### src/rtl/probe_pkg.sv
`default_nettype none
// +--------------------------------------------------------------------------+
// | probe_pkg: shared constants and helpers for the probe scheduler          |
// | Revision: 1.0                                                            |
// +--------------------------------------------------------------------------+
package probe_pkg;

    localparam logic [0:0] c_idle = 1'b0;
    localparam logic [0:0] c_send = 1'b1;

    localparam int c_ts_w = 32;

    // Probe index width; a single-bit index is kept even for one or two probes.
    function automatic int idw_f(input int n);
        return (n <= 2) ? 1 : $clog2(n);
    endfunction

endpackage
`default_nettype wire

### src/rtl/probe_rr_arb.sv
`default_nettype none
// +--------------------------------------------------------------------------+
// | probe_rr_arb: combinational round-robin picker, search starts at ptr+1   |
// | Revision: 1.0                                                            |
// +--------------------------------------------------------------------------+
module probe_rr_arb
    import probe_pkg::*;
#(
    parameter  int NPROBE = 4,
    localparam int IDW    = idw_f(NPROBE)
) (
    input  logic [NPROBE-1:0] req,
    input  logic [IDW-1:0]    ptr,
    output logic              gnt_any,
    output logic [IDW-1:0]    gnt_idx
);

    localparam logic [IDW-1:0] c_last = IDW'(NPROBE - 1);

    logic [IDW-1:0] w_idx;

    always_comb begin
        gnt_any = 1'b0;
        gnt_idx = '0;
        w_idx   = ptr;
        for (int k = 0; k < NPROBE; k++) begin
            w_idx = (w_idx == c_last) ? '0 : w_idx + 1'b1;
            if (!gnt_any && req[w_idx]) begin
                gnt_any = 1'b1;
                gnt_idx = w_idx;
            end
        end
    end

endmodule
`default_nettype wire

### src/rtl/probe_scheduler.sv
`default_nettype none
// +--------------------------------------------------------------------------+
// | probe_scheduler: shares one registered debug channel among NPROBE probes |
// | Optional macro PROBE_TS_EN adds a 32-bit capture timestamp (OUT_TS).     |
// | Revision: 1.0                                                            |
// +--------------------------------------------------------------------------+
module probe_scheduler
    import probe_pkg::*;
#(
    parameter  int NPROBE = 4,
    parameter  int size   = 32,
    localparam int IDW    = idw_f(NPROBE)
) (
    input  logic                   CLK,
    input  logic                   RST,
    input  logic [NPROBE*size-1:0] IN,
    input  logic                   FORCE,
    output logic [size-1:0]        OUT,
    output logic [IDW-1:0]         OUT_ID,
    output logic                   OUT_VALID,
    input  logic                   OUT_READY
`ifdef PROBE_TS_EN
    ,
    output logic [c_ts_w-1:0]      OUT_TS
`endif
);

    logic [0:0]        r_state;
    logic [IDW-1:0]    r_ptr;
    logic [size-1:0]   r_last [NPROBE];
    logic [NPROBE-1:0] r_fpend;
    logic [size-1:0]   r_out;
    logic [IDW-1:0]    r_out_id;

    logic [NPROBE-1:0] w_req;
    logic              w_gnt_any;
    logic [IDW-1:0]    w_gnt_idx;
    logic [size-1:0]   w_gnt_val;
    logic              w_grant;

    for (genvar i = 0; i < NPROBE; i++) begin : g_req
        assign w_req[i] = (IN[i*size +: size] != r_last[i]) | r_fpend[i];
    end

    probe_rr_arb #(
        .NPROBE (NPROBE)
    ) u_arb (
        .req     (w_req),
        .ptr     (r_ptr),
        .gnt_any (w_gnt_any),
        .gnt_idx (w_gnt_idx)
    );

    assign w_gnt_val = IN[w_gnt_idx*size +: size];
    // A held snapshot blocks new grants until the sink accepts it.
    assign w_grant   = w_gnt_any & ((r_state == c_idle) | OUT_READY);

    always_ff @(posedge CLK or posedge RST) begin
        if (RST) begin
            r_state  <= c_idle;
            r_ptr    <= IDW'(NPROBE - 1);
            r_out    <= '0;
            r_out_id <= '0;
        end else begin
            if ((r_state == c_idle) || OUT_READY) begin
                r_state <= w_gnt_any ? c_send : c_idle;
            end
            if (w_grant) begin
                r_ptr    <= w_gnt_idx;
                r_out    <= w_gnt_val;
                r_out_id <= w_gnt_idx;
            end
        end
    end

    for (genvar i = 0; i < NPROBE; i++) begin : g_last
        always_ff @(posedge CLK or posedge RST) begin
            if (RST) begin
                r_last[i] <= '0;
            end else if (w_grant && (w_gnt_idx == IDW'(i))) begin
                r_last[i] <= IN[i*size +: size];
            end
        end
    end

    // FORCE wins over the grant clear, so a forced winner is sent again.
    always_ff @(posedge CLK or posedge RST) begin
        if (RST) begin
            r_fpend <= '0;
        end else if (FORCE) begin
            r_fpend <= '1;
        end else if (w_grant) begin
            r_fpend[w_gnt_idx] <= 1'b0;
        end
    end

`ifdef PROBE_TS_EN
    logic [c_ts_w-1:0] r_cnt;
    logic [c_ts_w-1:0] r_ts;

    always_ff @(posedge CLK or posedge RST) begin
        if (RST) begin
            r_cnt <= '0;
            r_ts  <= '0;
        end else begin
            r_cnt <= r_cnt + 1'b1;
            if (w_grant) begin
                r_ts <= r_cnt;
            end
        end
    end

    assign OUT_TS = r_ts;
`endif

    assign OUT       = r_out;
    assign OUT_ID    = r_out_id;
    assign OUT_VALID = (r_state == c_send);

endmodule
`default_nettype wire

### config.mk
export PLATFORM = sky130hd
export DESIGN_NAME = probe_scheduler
export DESIGN_NICKNAME = d
export VERILOG_FILES = /design/src/rtl/probe_pkg.sv /design/src/rtl/probe_rr_arb.sv /design/src/rtl/probe_scheduler.sv
export SDC_FILE = /design/constraint.sdc
export NUM_CORES = 1
export LEC_CHECK = 0
export CORE_ASPECT_RATIO = 0.7
export CORE_MARGIN = 8
export CORE_UTILIZATION = 58
export CTS_BUF_LIST = sky130_fd_sc_hd__clkbuf_8
export CTS_CLUSTER_DIAMETER = 50
export DETAILED_ROUTE_END_ITERATION = 8
export MAX_ROUTING_LAYER = met4
export PLACE_DENSITY = 0.95
export SYNTH_ARGS = -nofsm -noshare
export SYNTH_HDL_FRONTEND = slang
export SYNTH_SLANG_ARGS = --single-unit
### constraint.sdc
create_clock -name CLK -period 9.2 [get_ports CLK]
set_clock_uncertainty 0.05 [all_clocks]
set_input_delay 1.84 -clock CLK [delete_from_list [all_inputs] [get_ports CLK]]
set_output_delay 1.84 -clock CLK [all_outputs]
set_load 0.01 [all_outputs]
Word level (Yosys, flattened, before mapping)
Index checks and enable logic that the tools add are counted.

storage, ports and cells
  flip-flop bits (word level) = 169
  input bits = 132
  output and inout bits = 35
  word-level logic and storage cells = 79

operators by class
  add/subtract/negate cells = 4
  $lt $le $gt $ge = 6
  equal/unequal tests = 11
  shift-type cells = 1
  mux-type cells = 25
  bitwise logic cells = 9
  reduce and logical (&&, ||, !) cells = 14

operator list
  cell                                                               number
  inequality test 32 bit                                             4
  indexed part select 128 x 8 -> 32 bit                              1
  2-to-1 mux 2 bit                                                   8
  < comparator 2 x 3 -> 1 bit, second input constant                 5
  == test 2 bit, second input constant                               6
  2-to-1 mux 1 bit                                                   10
  adder 2 x 1 -> 2 bit, second input constant                        4
  binary-select mux 1 bit (select 2 bit)                             4
  logical AND 1 bit                                                  8
  2-to-1 mux 4 bit                                                   2
  OR 1 bit                                                           5
  AND 4 bit                                                          1
  inverter 4 bit                                                     1
  zero test 1 bit                                                    3
  demux 1 bit (select 2 bit)                                         1
  == test 2 x 1 -> 1 bit, second input constant                      1
  greater-or-equal comparator 2 x 1 -> 1 bit, second input constant  1
  zero test 2 bit                                                    1
  nonzero test 2 bit                                                 1
  AND 1 bit                                                          1
  logical OR 1 bit                                                   1
  inverter 1 bit                                                     1

Longest topological paths before layout
Gate-level depths: netlist of run 1.

  depth after elaboration = 22
  gate-level depth with buffers = 11
  gate-level depth less buffers = 8

Modules after synthesis
A second synthesis of run 1 with hierarchy kept.

unflattened totals
  cells, all modules = 667
  area, all modules = 8734.6 um^2

by module, submodules not included
  module           instances  cells each  area an instance (um^2)  seq. area each (um^2)
  probe_scheduler  1          652         8627.0                   4231.6
  probe_rr_arb     1          15          107.6                    0.0

Worst setup path before layout of run 1
OpenSTA, ideal clock, no wires.

  kind = input to register
  from = input IN[31]
  to = register r_last[41] (netlist name)
  data arrival time = 4.243 ns
  required time = 9.025 ns
  setup slack = 4.782 ns
  stages on the path = 10
  path buffers = 2
  cells stage by stage = xor2_1 > nor4_1 > nand4_1 > or3_4 > o41ai_4 > nor3_1 > and2_1 > buf_4 > buf_6 > mux2_4

between the ends
  longest elaborated chain between the ends = 16
  elaborated cells between the ends (all ways) = 27
  those cells by class = eq/ne: 2; mux: 16; bitwise: 2; reduce/logical: 7

ends and longest elaborated chain
  what                                                         RTL line                                      text
  from (decl)                                                  probe_scheduler.sv:16                         input logic [NPROBE*size-1:0] IN,
  inequality test 32 bit *                                     probe_scheduler.sv:42                         assign w_req[i] = (IN[i*size +: size] != r_last[i]) | r_fpend[i];
  OR 1 bit *                                                   probe_scheduler.sv:42
  binary-select mux 1 bit (select 2 bit)                       probe_rr_arb.sv:28                            if (!gnt_any && req[w_idx]) begin
  2-to-1 mux 1 bit (implied by the code)                       probe_rr_arb.sv:28
  2-to-1 mux 1 bit                                             probe_rr_arb.sv:28
  zero test 1 bit                                              probe_rr_arb.sv:28
  logical AND 1 bit                                            probe_rr_arb.sv:28
  2-to-1 mux 1 bit                                             probe_rr_arb.sv:28
  zero test 1 bit                                              probe_rr_arb.sv:28
  logical AND 1 bit                                            probe_rr_arb.sv:28
  2-to-1 mux 1 bit                                             probe_rr_arb.sv:28
  zero test 1 bit                                              probe_rr_arb.sv:28
  logical AND 1 bit                                            probe_rr_arb.sv:28
  2-to-1 mux 2 bit / 2-to-1 mux 1 bit (equally long branches)  probe_rr_arb.sv:28
  == test 2 bit / AND 1 bit (equally long branches)            probe_scheduler.sv:80, probe_scheduler.sv:56
  logical AND 1 bit *                                          probe_scheduler.sv:80                         end else if (w_grant && (w_gnt_idx == IDW'(i))) begin
  to (signal, indexed assignment)                              probe_scheduler.sv:81                         r_last[i] <= IN[i*size +: size];
  to (decl)                                                    probe_scheduler.sv:30                         logic [size-1:0] r_last [NPROBE];

Every way passes the cells marked *; elsewhere a longest branch is shown, timed or not. The select of a mux whose other input is x is not followed.
A chain may end at the register's enable or synchronous reset.

Worst setup path after layout of run 1
  from = input IN[31]
  to = register r_last[50] (netlist name)

The elaborated chain is that of the path after synthesis.

==> flow_metrics.tcl, run 1 <==
set metrics [dict create \
    tightest_slew_ps 1000 \
    num_vias 7200 \
    path_clk_slew_ps 90 \
    final.setup.tns_ps 0 \
    placed_cell_area_um2 10700 \
    clockBufferDepth 2 \
    slowest_delay_ps 740 \
    max_slew_margin 0.330 \
    slowest_stage "and2_2" \
    grt_start_max_net_pins 103 \
    chipWidth_um 163 \
    grt_antenna_before_repair 0 \
    cp.arrival_ps 6530 \
    stdcell_area_um2 11100 \
    ir_worst_vdd_uv 173 \
    rsz0062_at_grt "no" \
    synth.distinct_cells 50 \
    cellPowerDensity_nw_per_um2 344 \
    post-dp-hpwl_um 20900 \
    synth-edff-count 0 \
    grt_use_total 0.291 \
    crit_chain "clkdlybuf4s50_1 > xor2_1 > nor4_1 > nand4_1 > o31ai_1 > o211a_1 > nand3_1 > and2_2 > mux2_4" \
    post-cts-setup-buffers 0 \
    num-nets-final 1050 \
    syn2layout_area_growth_pct 25.4 \
    ant_nets 0 \
    cts_made_buffers 17 \
    synth_async_sr_flop_share 1.00 \
    viasPerCell 6.40 \
    instances_no_fill 1125 \
    synth_cells 766 \
    grt_pass1_wl_um 42200 \
    ios 167 \
    routed_wl_um 27700 \
    cap_violations 0 \
    insertion_delay_ps 460 \
    synthesis.nets 899 \
    die_h_um 119 \
    worstHoldPathType "flop to flop" \
    min_period_over_period 0.679 \
    power_mw 3.81 \
    dp_cells 1093 \
    worstPathMaxFanout 36 \
    drv_slew 0 \
    worstPathRequired_ps 9490 \
    fmax_ghz 0.160 \
    grt_pass1_vias 7260 \
    fp-row-count 37 \
    gp_congestion 0.922 \
    syn-cell-area_um2 8820 \
    fin_crit_ps 6250 \
    cts_tree "yes" \
    fill_cells 1017 \
    wl_per_cell_um 24.6 \
    setup_viol 0 \
    ys_seq_area_frac 0.480 \
    cts_hold_buf 0 \
    dominantRegCellSynth "dfrtp_1" \
    htree_levels 4 \
    worstSetupEndpointType "flop" \
    antenna_cells 0 \
    route.detailed.drc 0 \
    status "finished clean" \
    holdWs_ps 429 \
    yosysWarnings 0 \
    worst-setup-path-type "input pin to flop" \
    cts.repair.resized 0 \
    drive_gt1_frac 0.174 \
    grt_overflow 0 \
    dieArea_um2 19500 \
    ys_seq_elements 169 \
    critPathLaunchType "input pin" \
    drt-initial-drc-count 773 \
    p_leak_nw 4.58 \
    port_buffers 166 \
    start_util 0.597 \
    root_buffer "clkbuf_8" \
    avgSynthCellArea_um2 11.5 \
    hold_viol 0 \
    core_area_um2 14800 \
    clock_sinks 169 \
    drt_first_pass_iters 5 \
]
[final cells by class]
class / count / area, um2 / share of cell area
well taps: 195 / 244 / 0.0221
clock buffers: 19 / 262 / 0.0236
inverters: 24 / 95.1 / 0.00859
clock inverters: 13 / 144 / 0.0130
multi-input cells: 527 / 4340 / 0.392
repair buffers: 178 / 1750 / 0.158
flip-flops and latches: 169 / 4230 / 0.382
[cell usage in the layout (no fill, tap or decap), drive strengths merged, types with 4 or more instances in the layout]
master | netlist | layout
a211o | 4 | 4
a211oi | 4 | 4
a21bo | 7 | 7
a21o | 5 | 5
a21oi | 22 | 22
a221o | 21 | 21
a22o | 4 | 4
a2bb2oi | 7 | 7
buf | 7 | 12
clkbuf | 39 | 19
clkdlybuf4s50 | 0 | 166
clkinv | 0 | 5
dfrtp | 167 | 167
inv | 24 | 27
mux2 | 100 | 100
nand2 | 22 | 22
nand3 | 25 | 25
nand4 | 47 | 47
nor2 | 6 | 6
nor3 | 11 | 11
nor4 | 15 | 15
o21ai | 31 | 31
o22a | 21 | 21
o31ai | 23 | 23
xnor2 | 65 | 65
xor2 | 63 | 63
[routing by layer]
metal  part of all wire  vias up  global-route usage
met5                  0        -                   -
met4              0.023        0              0.0794
met3               0.11       51              0.0802
met2               0.43      452               0.406
met1               0.43     3570               0.407
li1                   -     3127                   -
[sequential cells by signal, indices dropped and copies added, names as in the netlist]
name       cells
r_last       128
OUT           32
r_fpend        4
OUT_ID         2
r_ptr          2
OUT_VALID      1
[where the power goes]
group | internal, mW | total (mW) | leakage, nW | switching [mW]
clock | 0.259 | 0.548 | 0.200 | 0.289
sequential | 1.12 | 1.39 | 2.01 | 0.268
combinational | 0.920 | 1.87 | 2.36 | 0.948
[final timing paths]
check | start | endpoint | slack (ps) | cells past startpoint
max reg2reg | r_last[127]$_DFFE_PP0P_ | r_last[50]$_DFFE_PP0P_ | 4420 | 8
min in group asynchronous | RST | r_last[28]$_DFFE_PP0P_ | 1900 | 2
min | r_fpend[2]$_DFFE_PP0P_ | r_fpend[2]$_DFFE_PP0P_ | 430 | 1
min reg2reg | r_fpend[2]$_DFFE_PP0P_ | r_fpend[2]$_DFFE_PP0P_ | 430 | 1
max in group asynchronous | RST | r_last[56]$_DFFE_PP0P_ | 5760 | 3
max | IN[31] | r_last[50]$_DFFE_PP0P_ | 2950 | 9
[Yosys cell counts, drive strengths merged, types with 2 or more instances]
library cell,number,area [um2]
a211oi,4,30.0
nand2,22,82.6
a211o,4,35.0
o211ai,3,22.5
xnor2,65,569
a21o,5,37.5
dfstp,2,52.6
or3,3,23.8
inv,24,90.1
o22a,21,184
xor2,63,552
a22o,4,35.0
buf,7,47.6
a221o,21,210
a21bo,7,70.1
nand4,47,294
nor4,15,93.8
a21oi,22,110
o21ai,31,155
clkbuf,39,146
nor2,6,22.5
nand3,25,125
mux2,100,1200
nor3,11,55.1
o31ai,23,173
a2bb2oi,7,61.3
dfrtp,167,4180
[kinds of logic (layout without fill, tap and decap cells)]
logic type / after synthesis / in the layout / share of synthesized area
AOI/OAI and AO/OA: 163 / 163 / 0.140
and+or+nand+nor: 135 / 135 / 0.0835
xor gates and xnor gates: 128 / 128 / 0.127
adders and majority gates: 1 / 1 / 0.00142
muxes: 100 / 100 / 0.136
buffers and inverters: 70 / 234 / 0.0322
DFF: 169 / 169 / 0.480
[metrics by stage]
step | utilization | setup WS [ps]
after floorplan | - | 2740
after global placement | 0.722 | 2790
after detailed placement | 0.722 | 2680
after CTS | 0.749 | 3090
after global routing | 0.749 | 2760
final | 0.749 | 2950
[worst max-delay path, delay by kind of cell]
kind            cells  cell delay [ps]
simple gates        4             2220
compound gates      2             1340
buf+inv             1              470
mux                 1              430
xor+xnor            1              190
No activity file was read; power rests on OpenSTA's default activity.
==> run 2: changes to the inputs <==
--- a/config.mk
+++ b/config.mk
@@ -7,12 +7,12 @@
 export LEC_CHECK = 0
 export CORE_ASPECT_RATIO = 0.7
 export CORE_MARGIN = 8
-export CORE_UTILIZATION = 58
+export CORE_UTILIZATION = 54
 export CTS_BUF_LIST = sky130_fd_sc_hd__clkbuf_8
 export CTS_CLUSTER_DIAMETER = 50
 export DETAILED_ROUTE_END_ITERATION = 8
 export MAX_ROUTING_LAYER = met4
-export PLACE_DENSITY = 0.95
+export PLACE_DENSITY = 0.92
 export SYNTH_ARGS = -nofsm -noshare
 export SYNTH_HDL_FRONTEND = slang
 export SYNTH_SLANG_ARGS = --single-unit
==> constraint.sdc (replaced) <==
create_clock -name CLK -period 6.1 [get_ports CLK]
set_clock_uncertainty 0.05 [all_clocks]
set_input_delay 1.22 -clock CLK [delete_from_list [all_inputs] [get_ports CLK]]
set_output_delay 1.22 -clock CLK [all_outputs]
set_load 0.01 [all_outputs]
==> run 2 against run 1 <==
- sequential share of layout area fell by 0.32 points
- global-route usage fell by 1.9 points
- wire length fell by 1.0%
- clock-buffer cell count rose by 2
- hold slack improved by 14 ps
- critical path type unchanged
- largest cell class unchanged
==> flow_metrics.tcl, run 2 (synthesis results as in run 1) <==
set metrics [dict create \
    drt_first_pass_iters 5 \
    cts_hold_buf 0 \
    gp_congestion 0.910 \
    layout_commonest_cell "dfrtp_1" \
    insertion_delay_ps 470 \
    wl_met3_um 3080 \
    critPathLaunchType "input pin" \
    die_h_um 123 \
    clock_sinks 169 \
    num-nets-final 1055 \
    tightest_slew_ps 1100 \
    core_area_um2 16200 \
    fp-row-count 39 \
    wl_per_cell_um 23.6 \
    cellPowerDensity_nw_per_um2 517 \
    reg2reg_slack_ps 1850 \
    ant_nets 0 \
    holdPathStages 1 \
    rsz0062_at_grt "no" \
    fmax_ghz 0.197 \
    chipWidth_um 169 \
    worstPathMaxFanout 26 \
    ios 167 \
    viasPerCell 6.26 \
    wl_met2_um 11800 \
    route.detailed.drc 0 \
    worstHoldStart "r_fpend[1]$_DFFE_PP0P_" \
    final_cell_mix "167 x dfrtp_1, 166 x clkdlybuf4s50_1, 81 x mux2_2, 65 x xnor2_1, 63 x xor2_1" \
    worstPathRequired_ps 6400 \
    routed_wl_um 27400 \
    cp-startpoint "IN[31]" \
    drv_slew 0 \
    dieArea_um2 20700 \
    root_buffer "clkbuf_8" \
    grt_overflow 0 \
    status "finished clean" \
    start_util 0.546 \
    max_slew_margin 0.262 \
    syn2layout_area_growth_pct 26.5 \
    min_period_over_period 0.832 \
    post-cts-setup-buffers 0 \
    antenna_cells 0 \
    grt_start_max_net_pins 87 \
    setup_viol 0 \
    rr_endpoint "r_last[56]$_DFFE_PP0P_" \
    drt-initial-drc-count 841 \
    port_buffers 166 \
    fill_cells 1144 \
    critPathCapture "r_last[56]$_DFFE_PP0P_" \
    holdWs_ps 443 \
    cap_violations 0 \
    cts_made_buffers 17 \
    topRoutingLayerUsed "met4" \
    worstHoldPathType "flop to flop" \
    post-dp-hpwl_um 20800 \
    htree_levels 4 \
    largest_reg_flops 128 \
    final.setup.tns_ps 0 \
    cts.repair.resized 0 \
    fin_crit_ps 5080 \
    reg2reg_from "r_last[127]$_DFFE_PP0P_" \
    drive_gt1_frac 0.177 \
    ir_worst_vdd_uv 237 \
    grt_antenna_before_repair 0 \
    cts_tree "yes" \
    hold_viol 0 \
    grt_pass1_wl_um 40900 \
    cp.arrival_ps 5380 \
    clockBufferDepth 2 \
    grt_use_total 0.271 \
    grt_pass1_vias 7093 \
    regMostFlops "r_last" \
    rr_worst_depth 10 \
    num_vias 7248 \
    wl_met1_um 12100 \
    worstSetupEndpointType "flop" \
    p_leak_nw 4.62 \
    path_clk_slew_ps 90 \
    worst-setup-path-type "input pin to flop" \
]
-- run 2: how the worst min path moves through the flow --
stage                                   to  slack, ps
floorplan           r_fpend[2]$_DFFE_PP0P_        390
global placement    r_fpend[1]$_DFFE_PP0P_        410
detailed placement  r_fpend[1]$_DFFE_PP0P_        420
CTS                 r_fpend[1]$_DFFE_PP0P_        440
global route        r_fpend[1]$_DFFE_PP0P_        470
finish              r_fpend[1]$_DFFE_PP0P_        440
-- run 2: worst max-delay path: stages --
cell and delay [ps]:
clkdlybuf4s50_1 480, xor2_1 220, nor4_1 520, nand4_1 290, o31ai_1 630, o21ai_0 360
nor3_1 280, buf_4 220, and2_2 310, buf_4 430, mux2_2 390
-- run 2: metal layers --
layer,global-route usage,vias up
li1,-,3138
met5,-,-
met4,0.0645,0
met1,0.380,3601
met2,0.382,474
met3,0.0794,35
-- run 2: per-stage QoR --
stage / setup WS (ps) / power, mW / std cells / instance area (um2) / util
3_3_place_gp: 843 / 4.74 / 1128 / 10700 / 0.665
3_5_place_dp: 728 / 4.85 / 1128 / 10700 / 0.665
6_report: 1020 / 5.77 / 1158 / 11200 / 0.691
5_1_grt: 913 / 6.05 / 1158 / 11200 / 0.691
4_1_cts: 1220 / 5.73 / 1158 / 11200 / 0.691
2_1_floorplan: 258 / 3.88 / 766 / 8820 / -
-- run 2: area by class of cell --
class,instances,area [um2],share of cell area
tap,225,282,0.0252
timing repair buffer,183,1790,0.160
inverter,24,95.1,0.00852
sequential,169,4230,0.379
clock inverter,9,135,0.0121
multi-input combinational,527,4340,0.389
clock buffer,21,289,0.0259
-- run 2: power by group --
group | leakage (nW) | internal [mW] | switching [mW]
registers | 2.01 | 1.69 | 0.398
logic | 2.39 | 1.40 | 1.42
clock network | 0.219 | 0.449 | 0.416
==> run 3: changes to the inputs <==
--- a/config.mk
+++ b/config.mk
@@ -7,12 +7,12 @@
 export LEC_CHECK = 0
 export CORE_ASPECT_RATIO = 0.7
 export CORE_MARGIN = 8
-export CORE_UTILIZATION = 54
+export CORE_UTILIZATION = 49
 export CTS_BUF_LIST = sky130_fd_sc_hd__clkbuf_8
 export CTS_CLUSTER_DIAMETER = 50
 export DETAILED_ROUTE_END_ITERATION = 8
 export MAX_ROUTING_LAYER = met4
-export PLACE_DENSITY = 0.92
+export PLACE_DENSITY = 0.89
 export SYNTH_ARGS = -nofsm -noshare
 export SYNTH_HDL_FRONTEND = slang
 export SYNTH_SLANG_ARGS = --single-unit
==> constraint.sdc (replaced) <==
create_clock -name CLK -period 4.08 [get_ports CLK]
set_clock_uncertainty 0.05 [all_clocks]
set_input_delay 0.816 -clock CLK [delete_from_list [all_inputs] [get_ports CLK]]
set_output_delay 0.816 -clock CLK [all_outputs]
set_load 0.01 [all_outputs]
==> run 3 against run 2 <==
- register-to-register slack got worse by 1300 ps
- sequential cell count unchanged
- first-iteration DRC count increased by 3.2%
- sequential power increased by 50%
- critical path depth decreased by 1
- clock power increased by 46%
- non-clock buffer count increased by 21
- hold slack improved by 12 ps
- total power increased by 54%
- utilization decreased by 5.3 points
- wire length increased by 3.6%
==> flow_metrics.tcl, run 3 (synthesis results as in run 1) <==
set metrics [dict create \
    status "finished clean" \
    max_slew_margin 0.147 \
    grt_pass1_vias 7386 \
    slowest_stage "nor4_1" \
    largest_reg_flops 128 \
    fp-row-count 41 \
    slowest_delay_ps 600 \
    fin_crit_ps 3970 \
    fin_ws_ps 108 \
    drv_slew 0 \
    p_leak_nw 4.73 \
    core_area_um2 17900 \
    syn2layout_area_growth_pct 29.1 \
    ios 167 \
    gp_congestion 0.956 \
    num-nets-final 1076 \
    grt_start_max_net_pins 117 \
    setup_viol 0 \
    dp_cells 1160 \
    ant_nets 0 \
    min_period_over_period 0.974 \
    clock_sinks 169 \
    viasPerCell 6.08 \
    grt_use_total 0.257 \
    critPathLaunchType "input pin" \
    insertion_delay_ps 470 \
    num_vias 7252 \
    drive_gt1_frac 0.197 \
    cellPowerDensity_nw_per_um2 778 \
    grt_pass1_wl_um 42700 \
    path_delay_family "simple AND/OR/NAND/NOR gates" \
    cts_made_buffers 17 \
    root_buffer "clkbuf_8" \
    chipWidth_um 176 \
    worstPathRequired_ps 4380 \
    drt_first_pass_iters 5 \
    pre_cts_slack_ps -260 \
    cts.repair.resized 0 \
    regMostFlops "r_last" \
    antenna_cells 0 \
    start_util 0.494 \
    rsz0062_at_grt "no" \
    wl_per_cell_um 23.8 \
    cts_tree "yes" \
    post-cts-setup-buffers 0 \
    port_buffers 166 \
    htree_levels 4 \
    dieArea_um2 22600 \
    worstSetupEndpointType "flop" \
    clockBufferDepth 2 \
    cp.arrival_ps 4270 \
    worst-setup-path-type "input pin to flop" \
    ir_worst_vdd_uv 343 \
    cap_violations 0 \
    worstPathMaxFanout 30 \
    crit_chain "clkdlybuf4s50_1 > xor2_1 > nor4_1 > nand4_1 > or3_1 > a311oi_1 > nor3_1 > and2_2 > buf_12 > mux2_4" \
    final.setup.tns_ps 0 \
    path_buf_inv 2 \
    die_h_um 128 \
    final_cell_mix "167 x dfrtp_1, 166 x clkdlybuf4s50_1, 81 x mux2_2, 65 x xnor2_1, 63 x xor2_1" \
    route.detailed.drc 0 \
    hold_viol 0 \
    path_clk_slew_ps 90 \
    fmax_ghz 0.252 \
    layout_commonest_cell "dfrtp_1" \
    drt-initial-drc-count 868 \
    routed_wl_um 28400 \
    grt_antenna_before_repair 0 \
    post-dp-hpwl_um 21800 \
    worstHoldPathType "flop to flop" \
    tightest_slew_ps 1270 \
    instances_no_fill 1192 \
    cts_hold_buf 0 \
    grt_overflow 0 \
]
==> run 3: cell count changes in the layout (fill, tap and decap cells not counted) <==
| cell | before | now |
|---|---|---|
| buf_12 | 0 | 6 |
| buf_4 | 17 | 32 |
| clkbuf_8 | 21 | 17 |
| clkinv_2 | 2 | 4 |
| clkinvlp_4 | 0 | 3 |
| inv_1 | 23 | 24 |
| nor4_1 | 15 | 14 |
| nor4_2 | 0 | 1 |
==> run 3: area by class of cell <==
class,count,area [um2]
clock inverter,15,173
tap,236,295
multi-input combinational,527,4340
sequential,169,4230
fill,1384,6460
inverter,24,93.8
timing repair buffer,204,2020
clock buffer,17,234
==> run 3: metal layers <==
layer | wire, um | GRT usage | up-vias
met1 | 12600 | 0.350 | 3643
met2 | 12300 | 0.364 | 389
met4 | 588 | 0.0739 | 0
met3 | 2880 | 0.0800 | 42
li1 | - | - | 3178
met5 | 0 | - | -
==> run 3: report_power, final <==
part / switching (mW) / total (mW) / internal [mW]
clock network: 0.651 / 1.26 / 0.608
registers: 0.600 / 3.13 / 2.53
logic: 2.20 / 4.47 / 2.28
==> run 3: through the flow <==
stage / cell area, um2 / util / power (mW) / hold slack, ps
2_1_floorplan: 8830 / - / 5.80 / 392
3_3_place_gp: 11000 / 0.615 / 7.36 / 413
3_5_place_dp: 11000 / 0.615 / 7.51 / 429
4_1_cts: 11400 / 0.638 / 8.79 / 460
5_1_grt: 11400 / 0.638 / 9.32 / 479
6_report: 11400 / 0.638 / 8.87 / 455
==> run 3: path summary, 6_finish.rpt <==
kind | start | to | slack [ps] | cells past startpoint
min in group asynchronous | RST | r_last[27]$_DFFE_PP0P_ | 800 | 3
min reg2reg | r_fpend[2]$_DFFE_PP0P_ | r_fpend[2]$_DFFE_PP0P_ | 450 | 1
max reg2reg | r_last[58]$_DFFE_PP0P_ | r_last[41]$_DFFE_PP0P_ | 560 | 9
max in group asynchronous | RST | r_last[110]$_DFFE_PP0P_ | 2620 | 3
max | IN[90] | r_last[41]$_DFFE_PP0P_ | 110 | 10
min | r_fpend[2]$_DFFE_PP0P_ | r_fpend[2]$_DFFE_PP0P_ | 450 | 1
